--- config.mk ---
export PLATFORM = sky130hd
export DESIGN_NAME = lift_car_controller
export DESIGN_NICKNAME = d
export VERILOG_FILES = /design/src/rtl/lift_car_controller.sv
export SDC_FILE = /design/constraint.sdc
export NUM_CORES = 1
export LEC_CHECK = 0
export ABC_AREA = 0
export BUFFER_PORTS_ARGS = -buffer_cell sky130_fd_sc_hd__clkbuf_2
export CORE_ASPECT_RATIO = 0.7
export CORE_MARGIN = 8
export CORE_UTILIZATION = 53
export DETAILED_ROUTE_END_ITERATION = 8
export PLACE_DENSITY = 0.76
export SLEW_MARGIN = 25
export SYNTH_ARGS = -nofsm -noshare
export SYNTH_HDL_FRONTEND = slang
export SYNTH_SLANG_ARGS = --single-unit
--- constraint.sdc ---
create_clock -name clk -period 2.75 [get_ports clk]
set_clock_uncertainty 0.15 [all_clocks]
set_input_delay 0.1375 -clock clk [delete_from_list [all_inputs] [get_ports clk]]
set_output_delay 0.1375 -clock clk [all_outputs]
set_load 0.02 [all_outputs]
--- src/rtl/lift_car_controller.sv ---
// Per-car SCAN motion/door controller with cycle-counted floor travel and door dwell.
// Optional DOOR_REOPEN_EN: door_obstruct restarts the door dwell.
module lift_car_controller #(
  parameter int unsigned NUM_FLOORS  = 11,
  parameter int unsigned FLOOR_TICKS = 8,
  parameter int unsigned DOOR_TICKS  = 16
) (
  input  logic                  clk,
  input  logic                  rst_n,
  input  logic                  req_valid,
  input  logic [3:0]            req_floor,
  input  logic                  door_obstruct,
  output logic [3:0]            liftstate,
  output logic [1:0]            lift_dir,
  output logic                  door_open,
  output logic                  served,
  output logic [3:0]            served_floor,
  output logic [NUM_FLOORS-1:0] pending
);

  localparam int unsigned MAX_TICKS = (FLOOR_TICKS > DOOR_TICKS) ? FLOOR_TICKS : DOOR_TICKS;
  localparam int unsigned CW        = $clog2(MAX_TICKS + 1);
  localparam logic [1:0]  DIR_IDLE  = 2'b00;
  localparam logic [1:0]  DIR_UP    = 2'b11;
  localparam logic [1:0]  DIR_DOWN  = 2'b10;

  typedef enum logic [1:0] {IDLE, MOVE_UP, MOVE_DOWN, DOOR} state_t;

  state_t                  state_q, state_d;
  logic [CW-1:0]           cnt_q, cnt_d;
  logic [3:0]              floor_d, served_floor_d, nxt_floor;
  logic [1:0]              dir_d;
  logic                    served_d;
  logic                    above_any, below_any, req_ok;
  logic [NUM_FLOORS-1:0]   set_mask, clr_mask, absorb_mask, pending_d;

  function automatic logic [NUM_FLOORS-1:0] onehot(input logic [3:0] f);
    return NUM_FLOORS'(1) << f;
  endfunction

`ifndef DOOR_REOPEN_EN
  logic unused_obstruct;
  assign unused_obstruct = door_obstruct;
`endif

  // Pending stops strictly above / below the current floor
  always_comb begin
    above_any = 1'b0;
    below_any = 1'b0;
    for (int unsigned i = 0; i < NUM_FLOORS; i++) begin
      if (pending[i] && (4'(i) > liftstate)) above_any = 1'b1;
      if (pending[i] && (4'(i) < liftstate)) below_any = 1'b1;
    end
  end

  assign req_ok    = req_valid && (32'(req_floor) < NUM_FLOORS);
  assign set_mask  = req_ok ? onehot(req_floor) : '0;
  assign nxt_floor = (state_q == MOVE_UP) ? liftstate + 4'd1 : liftstate - 4'd1;

  // Next-state, counters and stop bookkeeping
  always_comb begin
    state_d        = state_q;
    cnt_d          = cnt_q;
    floor_d        = liftstate;
    dir_d          = lift_dir;
    served_d       = 1'b0;
    served_floor_d = served_floor;
    clr_mask       = '0;
    absorb_mask    = '0;
    case (state_q)
      IDLE: begin
        dir_d = DIR_IDLE;
        cnt_d = '0;
        if (pending[liftstate]) begin
          state_d        = DOOR;
          clr_mask       = onehot(liftstate);
          served_d       = 1'b1;
          served_floor_d = liftstate;
        end else if (above_any) begin
          state_d = MOVE_UP;
          dir_d   = DIR_UP;
        end else if (below_any) begin
          state_d = MOVE_DOWN;
          dir_d   = DIR_DOWN;
        end
      end
      MOVE_UP, MOVE_DOWN: begin
        if (cnt_q == CW'(FLOOR_TICKS - 1)) begin
          cnt_d   = '0;
          floor_d = nxt_floor;
          // A request for the arrival floor in this very cycle also stops the car
          if (pending[nxt_floor] || (req_valid && (req_floor == nxt_floor))) begin
            state_d        = DOOR;
            clr_mask       = onehot(nxt_floor);
            served_d       = 1'b1;
            served_floor_d = nxt_floor;
          end
        end else begin
          cnt_d = cnt_q + CW'(1);
        end
      end
      DOOR: begin
        absorb_mask = onehot(liftstate);
`ifdef DOOR_REOPEN_EN
        if (door_obstruct) begin
          cnt_d = '0;
        end else
`endif
        if (cnt_q == CW'(DOOR_TICKS - 1)) begin
          cnt_d = '0;
          if (lift_dir == DIR_UP && above_any) begin
            state_d = MOVE_UP;
          end else if (lift_dir == DIR_DOWN && below_any) begin
            state_d = MOVE_DOWN;
          end else if (above_any) begin
            state_d = MOVE_UP;
            dir_d   = DIR_UP;
          end else if (below_any) begin
            state_d = MOVE_DOWN;
            dir_d   = DIR_DOWN;
          end else begin
            state_d = IDLE;
            dir_d   = DIR_IDLE;
          end
        end else begin
          cnt_d = cnt_q + CW'(1);
        end
      end
      default: state_d = IDLE;
    endcase
    absorb_mask = absorb_mask | clr_mask;
  end

  assign pending_d = (pending & ~clr_mask) | (set_mask & ~absorb_mask);

  always_ff @(posedge clk or negedge rst_n) begin
    if (!rst_n) begin
      state_q      <= IDLE;
      cnt_q        <= '0;
      liftstate    <= '0;
      lift_dir     <= DIR_IDLE;
      door_open    <= 1'b0;
      served       <= 1'b0;
      served_floor <= '0;
      pending      <= '0;
    end else begin
      state_q      <= state_d;
      cnt_q        <= cnt_d;
      liftstate    <= floor_d;
      lift_dir     <= dir_d;
      door_open    <= (state_d == DOOR);
      served       <= served_d;
      served_floor <= served_floor_d;
      pending      <= pending_d;
    end
  end

endmodule

== Word level (Yosys, flattened, before mapping) ==
Cells that the tools add are included.

* Add/subtract/negate cells: 3
* Shifts and indexed selects: 3
* Order comparisons: 25
* Multiplexer cells: 61
* Reductions and logical operators: 34
* Eq/ne operators: 15
* Bitwise operators: 6

{| class="wikitable"
|+ Operator list
! cell !! number
|-
| $mux W11 || 5
|-
| $shl A1 B4 Y11 const A || 3
|-
| $mux W2 || 15
|-
| $mux W1 || 27
|-
| $logic_and A1 B1 Y1 || 26
|-
| $and A11 B11 Y11 || 2
|-
| $not A11 Y11 || 2
|-
| $or A11 B11 Y11 || 2
|-
| $pmux W11 S2 || 1
|-
| $gt A3 B4 Y1 const A || 4
|-
| $lt A3 B4 Y1 const A || 4
|-
| $mux W4 || 4
|-
| $pmux W5 S3 || 1
|-
| $gt A4 B4 Y1 const A || 3
|-
| $lt A4 B4 Y1 const A || 3
|-
| $ne A2 B2 Y1 const B || 6
|-
| $eq A2 B2 Y1 const B || 5
|-
| $lt A4 B5 Y1 const B || 2
|-
| $mux W5 || 2
|-
| $bmux W1 S4 || 2
|-
| $gt A1 B4 Y1 const A || 2
|-
| $gt A2 B4 Y1 const A || 2
|-
| $lt A1 B4 Y1 const A || 2
|-
| $lt A2 B4 Y1 const A || 2
|-
| other kinds (18) || 20
|}

* Output and inout port bits: 23
* Bits of input ports: 8
* Logic and storage cells: 155
* Register bits: 30

== Depth between registers and ports, before layout ==
Gate-level depths: netlist (run 1).

* Depth in word-level cells: 20
* Gate-level depth with buffers: 11
* Gate-level depth less buffers: 10

== Worst setup path after synthesis (run 1) ==
OpenSTA, ideal clock, no wires.

* Kind: register to register
* Start: reg liftstate[1]
* End: reg pending[0]
* Data arrival time: 2.664 ns
* Slack: -0.158 ns
* Cell stages (with the launch flop): 11
* Data required time: 2.506 ns
* Path through: dfrtp_1 buf_6 inv_1 ha_1 xor2_2 mux4_2 mux2i_1 nand3_2 nand4_4 nor4_2 a221oi_2

* Cells in the longest elaborated chain, start to end: 12

{| class="wikitable"
|+ Ends and longest elaborated chain
! element !! line !! source
|-
| start, declared || 13 || <nowiki>output logic [3:0] liftstate,</nowiki>
|-
| start signal, assigned || 149 || <nowiki>liftstate <= floor_d;</nowiki>
|-
| $sub A4 B1 Y4 or $add A4 B1 Y4 (tied branches) || 58 || <nowiki>assign nxt_floor = (state_q == MOVE_UP) ? liftstate + 4'd1 : liftstate - 4'd1;</nowiki>
|-
| $mux W4 || 58 ||
|-
| $bmux W1 S4 or $eq A4 B4 Y1 (tied branches) || 92 || <nowiki>if (pending[nxt_floor] || (req_valid && (req_floor == nxt_floor))) begin</nowiki>
|-
| $mux W1 (not written as such) or $logic_and A1 B1 Y1 (tied branches) || 92 ||
|-
| $logic_or A1 B1 Y1 || 92 ||
|-
| $mux W11 || 92 ||
|-
| $mux W11 || 88 || <nowiki>if (cnt_q == CW'(FLOOR_TICKS - 1)) begin</nowiki>
|-
| $pmux W11 S2 || 70 || <nowiki>case (state_q)</nowiki>
|-
| $or A11 B11 Y11 || 131 || <nowiki>absorb_mask = absorb_mask | clr_mask;</nowiki>
|-
| $not A11 Y11 || 134 || <nowiki>assign pending_d = (pending & ~clr_mask) | (set_mask & ~absorb_mask);</nowiki>
|-
| $and A11 B11 Y11 || 134 ||
|-
| $or A11 B11 Y11 (*) || 134 ||
|-
| via pending_d[0] || 35 || <nowiki>logic [NUM_FLOORS-1:0] set_mask, clr_mask, absorb_mask, pending_d;</nowiki>
|-
| end signal, assigned || 154 || <nowiki>pending <= pending_d;</nowiki>
|-
| end, declared || 18 || <nowiki>output logic [NUM_FLOORS-1:0] pending</nowiki>
|}

The timed path passes the listed nets; every way through them passes the cells marked *. The select of a mux whose other input is x is not followed.
A chain may end at the register's enable or synchronous reset.

== Worst setup path in the final report (run 1) ==
* Start: reg liftstate[0]
* End: reg pending[8]

Same word-level chain as after synthesis.

==> flow_summary.toml, run 1 <==
[sta]
final_hold_viol_count = 0
maxSlewHeadroom_pct = 49.7
fin_crit_ns = 2.66
slew_violations = 0
tightest_slew_ns = 0.755
fin_crit_sh_pct = 96.8
setup_violations = 0
grt_setup_unrepaired = "true"
fmax_mhz = 376
final.setup.tns_ns = 0
post-route-worst-setup-slack_ns = 0.0874

[routing]
drt_iter0_drc = 236
wl_um = 7480
drcViolationCount = 0
wl_per_cell_um = 19.3
antenna_left = 0
via_per_inst = 6.29
num_vias = 2440
dr.pass1.iters = 5

[worst_hold_path]
whs_endpoint = "pending[0]"
min_from = "req_floor[1]"
min_path_cells = 4
hp-class = "in2reg"

[global_route]
grt_use_met3_pct = 8.14
grt_use_total_pct = 21.6
grt_pass1_vias = 2320
antenna_found_initial = 0
use_met2_pct = 31.2
top_usage_layer = "met2"
grt_overflow_total = 0
grt_max_degree = 31
grt.met1_usage_pct = 28.9
grt_pass1_wl_um = 12200

[synthesis]
postSynthAreaPerCell_sq_um = 9.01
synthTopCellsByCount = "dfrtp_1 (30), nor2_1 (29), nand2_1 (21)"
synth_cell_types = 61
synthCells = 278
synth_fp_nets = 302
synth_area_leaders = "dfrtp_1 (30%), ha_1 (8.0%), nor2_1 (4.3%)"
yosys_warnings = 0
synth_flop_cell = "dfrtp_1"
yosysMostFrequentCell = "dfrtp_1"
yosysSeqAreaShare_pct = 30.0
async_flop_share_pct = 100
synth_top_area_share_pct = 30.0
synth.ff_latch_count = 30
yosys.area.top_type = "dfrtp_1"
synth_area_sq_um = 2510
synth_edf_count = 0

[placed_design]
pre_cts_ws_ns = -0.0105
port_buffers = 29
routabilityCongestion = 0.971
hpwl_um = 5790

[setup_path]
reg2reg_slack_ns = 0.09
crit_fanout = 6
rr_worst_depth = 9
endpoint_kind = "register"
path_class = "reg2reg"
cp-start-kind = "register"
critPathLaunch = "liftstate[0]"
crit_required_ns = 2.74
r2r-end = "pending[8]"
arrival_ns = 2.65
rr_startpoint = "liftstate[0]"

[die]
die_x_um = 98.2
die_height_um = 73.5
rows = 21
io_pins = 31
core_area_sq_um = 4680
die_area_sq_um = 7220
start_util_pct = 53.6

[clock_network]
h-tree-depth = 2
clk-insertion-delay-late_ns = 0.29
cts.sink_count = 30
postCtsSetupBuffers = 0
cts_tree = "done"
clkTransAtPathRegs_ns = 0.06
clockBufferDepth = 2
cts-buffers-inserted = 5
cts_root_buf = "clkbuf_8"

[finish]
register_area_sq_um = 753
fillerInstances = 375
drive_above_1_share_pct = 30.5
syn2layout_area_growth_pct = 21.0
multiInputGateArea_sq_um = 1680
nets = 355
num_antenna_cells = 0

[run_status]
status = "complete, no violations"

[power_and_ir_drop]
power.density_nw_per_um2 = 1380
vdd_drop_max_mv = 0.870
leakage_nw = 1.31

[flow_run]
cap_viol_max_count = 0
==> worst max path at each step <==
stage	end	slack [ns]	depth (start not counted)
after detailed placement	pending[0]	-0.01	9
after CTS	door_open	0.04	9
after floorplan	pending[0]	0.01	10
after global routing	door_open	-0.02	9
after global placement	pending[0]	0.09	9
final	pending[8]	0.09	9
==> critical path: stages, from the launching register on <==
cell and delay, ns:
dfrtp_2 0.43, ha_1 0.23, ha_1 0.33, xor2_1 0.16, and4b_1 0.22, nor2_1 0.07
o221ai_2 0.27, nand4_4 0.20, nor4_2 0.31, a21oi_1 0.15
==> sequential cells by signal, indices dropped and copies added, names as in the netlist <==
name and flops:
door_open 1, cnt_q 5, served_floor 4, pending 11
state_q 2, lift_dir 2, served 1, liftstate 4
==> per-stage QoR <==
stage	util (%)	area, sq um	total power, W	instances	hold WS [ns]
2_1_floorplan	-	2530	0.00269	278	-0.308
3_3_place_gp	61.9	2890	0.00360	380	0.0887
3_5_place_dp	61.9	2890	0.00366	380	0.0908
4_1_cts	64.1	3000	0.00406	388	0.211
5_1_grt	64.8	3030	0.00445	388	0.253
6_report	64.8	3030	0.00418	388	0.238
==> cells by family after synthesis <==
group                      count (synthesis)  share of synthesized area, %
buffers and inverters                     29                          5.79
xor gates and xnor gates                  11                          4.14
adders and majority gates                 17                          8.39
AOI/OAI and AO/OA                         79                          23.0
and+or+nand+nor                          100                          21.6
muxes                                     12                          7.14
DFF                                       30                          30.0
==> timing repair <==
| action | CTS | global route |
|---|---|---|
| setup endpoints to repair | 3 | 12 |
| hold buffers | 1 | 0 |
| gates resized for setup | 1 | 4 |
| hold endpoints to repair | 30 | 0 |
| pin swaps | 0 | 2 |
==> per-layer routing <==
metal	part of all wire [%]	wire length, um
met5	0	0
met4	1.9	142
met3	13	993
met2	41	3060
met1	44	3290
==> cell type report <==
cell class | count | area share, %
Clock buffer | 7 | 2.85
Sequential cell | 30 | 24.8
Tap cell | 57 | 2.35
Timing Repair Buffer | 59 | 12.7
Multi-Input combinational cell | 219 | 55.3
Inverter | 16 | 1.98
==> report_power, final <==
part	internal (W)	total [W]	switching, W
Sequential	0.000601	0.000784	0.000183
Combinational	0.00129	0.00304	0.00175
Clock	0.000198	0.000360	0.000161
Total	0.00209	0.00418	0.00209
==> cell usage in the layout (no fill, tap or decap), types with 4 or more instances in the layout <==
cell       count
nor3_1         4
o2bb2ai_1      4
clkbuf_8       6
nor2_1        29
xnor2_1        6
inv_1         15
nand3_1       11
ha_1          15
dfrtp_1       28
nand2_1       21
a31oi_1       17
o21ai_0        9
o22ai_1        4
mux2_2         4
a21oi_1       15
clkbuf_2      29
a31o_2         7
buf_4         28
nor2b_1       11
No activity file was read; power rests on OpenSTA's default activity.
==> run 2, diff against run 1 <==
Settings changed: CORE_UTILIZATION 53 to 45, PLACE_DENSITY 0.76 to 0.66.
==> run 2 against run 1 <==
  * Clock power down 3%
  * Highest routed layer unchanged
  * Register-to-register slack got worse by 0.09 ns
  * Combinational power grew 6%
  * The run now ends with setup timing left
  * Cell area is 4.7% higher
  * Largest cell class unchanged
  * First-iteration DRC count decreased by 5.1%
==> flow_summary.toml, run 2 (synthesis gave the netlist of run 1 again) <==
[run_status]
status = "finished, violations left"
violations = "setup timing"

[sta]
fin_crit_ns = 2.76
setup_violations = 1
fmax_mhz = 363
post-route-worst-setup-slack_ns = -0.00515
final.setup.tns_ns = -0.00515
grt_setup_unrepaired = "true"
slew_violations = 0
maxSlewHeadroom_pct = 44.2
whs_ns = 0.239
tightest_slew_ns = 0.834
fin_crit_sh_pct = 100
final_hold_viol_count = 0

[clock_network]
cts_tree = "done"
cts.sink_count = 30
cts-buffers-inserted = 5
clk-insertion-delay-late_ns = 0.28
clockBufferDepth = 2
cts_root_buf = "clkbuf_8"
h-tree-depth = 2
clkTransAtPathRegs_ns = 0.07

[finish]
drive_above_1_share_pct = 35.0
num_antenna_cells = 0
stdcell_area_sq_um = 3170
largest_reg_flops = 11
fillerInstances = 467
top_register = "pending"
syn2layout_area_growth_pct = 26.7
layout_commonest_cell = "buf_4"
most-common-layout-cells = "buf_4 (37), nor2_1 (29), clkbuf_2 (29)"
nets = 364
reg_top3 = "pending x11, cnt_q x5"
fin_util_pct = 59.8

[routing]
drcViolationCount = 0
wl_um = 7830
drt_iter0_drc = 224
antenna_left = 0
num_vias = 2504
dr.pass1.iters = 5
wl_per_cell_um = 19.0
via_per_inst = 6.08

[die]
die_area_sq_um = 8250
io_pins = 31
die_height_um = 78.4
die_x_um = 105
core_area_sq_um = 5310
rows = 22
start_util_pct = 47.2

[setup_path]
cp-start-kind = "register"
endpoint_kind = "register"
crit_fanout = 6
path_class = "reg2reg"
arrival_ns = 2.80
crit_required_ns = 2.79

[global_route]
grt_pass1_vias = 2255
grt_use_total_pct = 18.3
grt_max_degree = 31
antenna_found_initial = 0
grt_overflow_total = 0
grt_pass1_wl_um = 12000

[flow_run]
cap_viol_max_count = 0

[placed_design]
routabilityCongestion = 0.916
port_buffers = 29
hpwl_um = 5940
placed_area_sq_um = 2960

[power_and_ir_drop]
power.total_w = 0.00434
vdd_drop_max_mv = 0.645
power.density_nw_per_um2 = 1370
leakage_nw = 1.36

[worst_hold_path]
hp-class = "in2reg"
run 2: cell count changes in the layout (fill, tap and decap cells not counted), sizes merged:
cell / before / now
buf: 29 / 38
clkbuf: 36 / 34
clkinv: 0 / 2
run 2: path summary, 6_finish.rpt:
path / from / endpoint / slack, ns / cells past startpoint
worst max-delay path: liftstate[0] / pending[0] / -0.005 / 10
worst min register to register: cnt_q[0] / cnt_q[0] / 0.32 / 1
max in group asynchronous: rst_n / liftstate[1] / 1.60 / 2
worst min-delay path: req_floor[1] / pending[0] / 0.24 / 4
worst max register to register: liftstate[0] / pending[0] / -0.005 / 10
min in group asynchronous: rst_n / pending[5] / 0.31 / 2
run 2: worst max-delay path: stages (launching register included):
cell      delay, ns
dfrtp_2        0.40
inv_2          0.06
ha_4           0.31
xor2_4         0.20
mux4_2         0.58
mux2i_4        0.19
nand3_2        0.13
nand4_4        0.19
nor4_4         0.06
buf_4          0.17
a221oi_2       0.24
run 2: layout make-up:
cell class	count	area [sq um]	share of cell area, %
multi-input cells	219	1740	54.8
flip-flops and latches	30	753	23.7
repair buffers	68	453	14.3
well taps	72	90.1	2.84
clock buffers	5	68.8	2.17
inverters	16	60.1	1.89
clock inverters	2	10.0	0.315
run 2: what timing repair did:
action / in CTS / in global routing
setup endpoints to repair: 7 / 17
pin swaps: 0 / 9
hold buffers: 1 / 0
buffers inserted: 0 / 3
resized for setup: 2 / 15
endpoints found under the hold margin: 30 / 0
run 2: report_power, final:
group          total, W  internal [W]  switching [W]
registers      0.000764      0.000601       0.000163
logic           0.00322       0.00138        0.00184
clock network  0.000350      0.000170       0.000180
run 2: through the flow:
step,setup WS [ns],cells
floorplan,0.0142,278
global placement,0.0138,401
detailed placement,-0.0469,401
CTS,0.0144,409
global route,-0.0587,412
finish,-0.00515,412
run 2: metal layers:
metal	global-route usage, %	vias up	wire length, um
met1	26.1	1214	3600
met4	2.84	0	86
met3	6.36	12	851
li1	-	1142	-
met2	26.3	136	3290
met5	0	-	0
==> run 3, diff against run 2 <==
Settings changed: CELL_PAD_IN_SITES_DETAIL_PLACEMENT set to 0, CELL_PAD_IN_SITES_GLOBAL_PLACEMENT set to 1, CORE_UTILIZATION 45 to 40, PLACE_DENSITY 0.66 to 0.75.
==> run 3 against run 2 <==
  * The run now ends clean
  * Total power up 2.2%
  * Clock-buffer cell count up 1
  * Worst hold slack worse by 0.016 ns
  * Wire length down 0.92%
  * Core utilization down 7.8 points
  * Die area up 10%
  * Non-clock buffer count down 1
  * Cell area up 0.79%
  * Global-route usage down 1.2 points
  * Sequential power up 3.5%
  * Critical path type unchanged
  * Largest cell class unchanged
==> flow_summary.toml, run 3 (synthesis gave the netlist of run 1 again) <==
[finish]
largest_reg_flops = 11
layout_commonest_cell = "buf_4"
most-common-layout-cells = "buf_4 (35), clkbuf_2 (29), nor2_1 (28), dfrtp_1 (28), nand2_1 (21)"
drive_above_1_share_pct = 34.7
num_antenna_cells = 0
fillerInstances = 585
syn2layout_area_growth_pct = 27.7
nets = 363
fin_util_pct = 52.0
top_register = "pending"
reg_top3 = "pending x11, cnt_q x5"

[global_route]
grt_max_degree = 31
grt_use_total_pct = 17.1
grt_pass1_vias = 2199
grt_overflow_total = 0
grt_pass1_wl_um = 12200
antenna_found_initial = 0

[run_status]
status = "complete, no violations"

[sta]
fin_crit_sh_pct = 96.0
tightest_slew_ns = 0.852
maxSlewHeadroom_pct = 43.0
fmax_mhz = 379
slew_violations = 0
setup_violations = 0
final_hold_viol_count = 0
post-route-worst-setup-slack_ns = 0.109
fin_crit_ns = 2.64
grt_setup_unrepaired = "false"
final.setup.tns_ns = 0

[setup_path]
endpoint_kind = "register"
cp_slowest_cell = "nor2_1"
rr_worst_depth = 8
crit_path_max_incr_delay_ns = 0.66
crit_required_ns = 2.76
reg2reg_slack_ns = 0.11
path_cells = "buf_4, mux4_1, mux2i_1, o2bb2ai_1, nand2_1, nor2_1, a31o_2, a21oi_1"
arrival_ns = 2.65
path_class = "reg2reg"
crit_fanout = 11
cp-start-kind = "register"

[routing]
wl_um = 7760
antenna_left = 0
drcViolationCount = 0
wl_per_cell_um = 18.6
drt_iter0_drc = 165
via_per_inst = 5.74
dr.pass1.iters = 4
num_vias = 2399

[clock_network]
clkTransAtPathRegs_ns = 0.08
cts.sink_count = 30
cts_root_buf = "clkbuf_8"
postCtsSetupBuffers = 0
cts_tree = "done"
cts-buffers-inserted = 5
clockBufferDepth = 2
h-tree-depth = 2
clk-insertion-delay-late_ns = 0.29

[power_and_ir_drop]
power.density_nw_per_um2 = 1380
power.total_w = 0.00443
vdd_drop_max_mv = 0.704
leakage_nw = 1.37

[die]
die_area_sq_um = 9090
die_x_um = 111
start_util_pct = 40.7
die_height_um = 82.2
core_area_sq_um = 6160
io_pins = 31
rows = 24

[placed_design]
hpwl_um = 6000
routabilityCongestion = 0.893
pre_cts_ws_ns = 0.0219
port_buffers = 29

[worst_hold_path]
min_path_cells = 4
hp-class = "in2reg"

[flow_run]
cap_viol_max_count = 0
[run 3: cell types whose count changed in the layout (fill, tap and decap cells not counted), sizes merged]
cell	before	now
buf	38	37
clkbuf	34	35
bufinv	0	2
clkinv	2	0
[run 3: stage by stage]
step / hold slack (ns) / std cells / area, sq um
floorplan: -0.308 / 278 / 2530
global placement: 0.103 / 409 / 2980
detailed placement: 0.113 / 409 / 2980
CTS: 0.196 / 418 / 3140
global route: 0.228 / 418 / 3200
finish: 0.223 / 418 / 3200
[run 3: power breakdown]
part           internal, W  switching (W)
Combinational      0.00132        0.00175
Sequential        0.000601       0.000190
Clock             0.000387       0.000182
[run 3: layout make-up]
| cell class | count | area (sq um) | share of cell area (%) |
|---|---|---|---|
| timing repair buffer | 67 | 449 | 14.0 |
| tap | 78 | 97.6 | 3.05 |
| clock inverter | 2 | 60.1 | 1.88 |
| multi-input combinational | 219 | 1700 | 53.0 |
| sequential | 30 | 753 | 23.5 |
| clock buffer | 6 | 82.6 | 2.58 |
| inverter | 16 | 60.1 | 1.88 |
[run 3: final timing paths]
kind                                end         start
min reg2reg                    cnt_q[0]      cnt_q[0]
max                          pending[9]  liftstate[1]
max in group asynchronous  liftstate[1]         rst_n
min in group asynchronous    pending[4]         rst_n
max reg2reg                  pending[9]  liftstate[1]
min                          pending[0]  req_floor[1]
[run 3: per-layer routing]
metal / global-route usage (%) / up-vias / wire, um
li1: - / 1145 / -
met1: 25.1 / 1150 / 3960
met2: 23.3 / 93 / 3060
met3: 5.05 / 11 / 622
met4: 5.37 / 0 / 111
met5: 0 / - / 0
[run 3: critical path, delay by kind of cell, from the launching register on]
kind / cells / cell delay, ns
muxes: 2 / 0.40
AOI/OAI and AO/OA: 3 / 0.58
DFF: 1 / 0.43
buffers and inverters: 1 / 0.18
and+or+nand+nor: 2 / 0.77
[run 3: timing repair]
| action | CTS | global route |
|---|---|---|
| endpoints found under the setup margin | 3 | 16 |
| hold endpoints to repair | 30 | 0 |
| pin swaps | 0 | 4 |
| gates resized for setup | 1 | 12 |
| hold buffers | 1 | 0 |
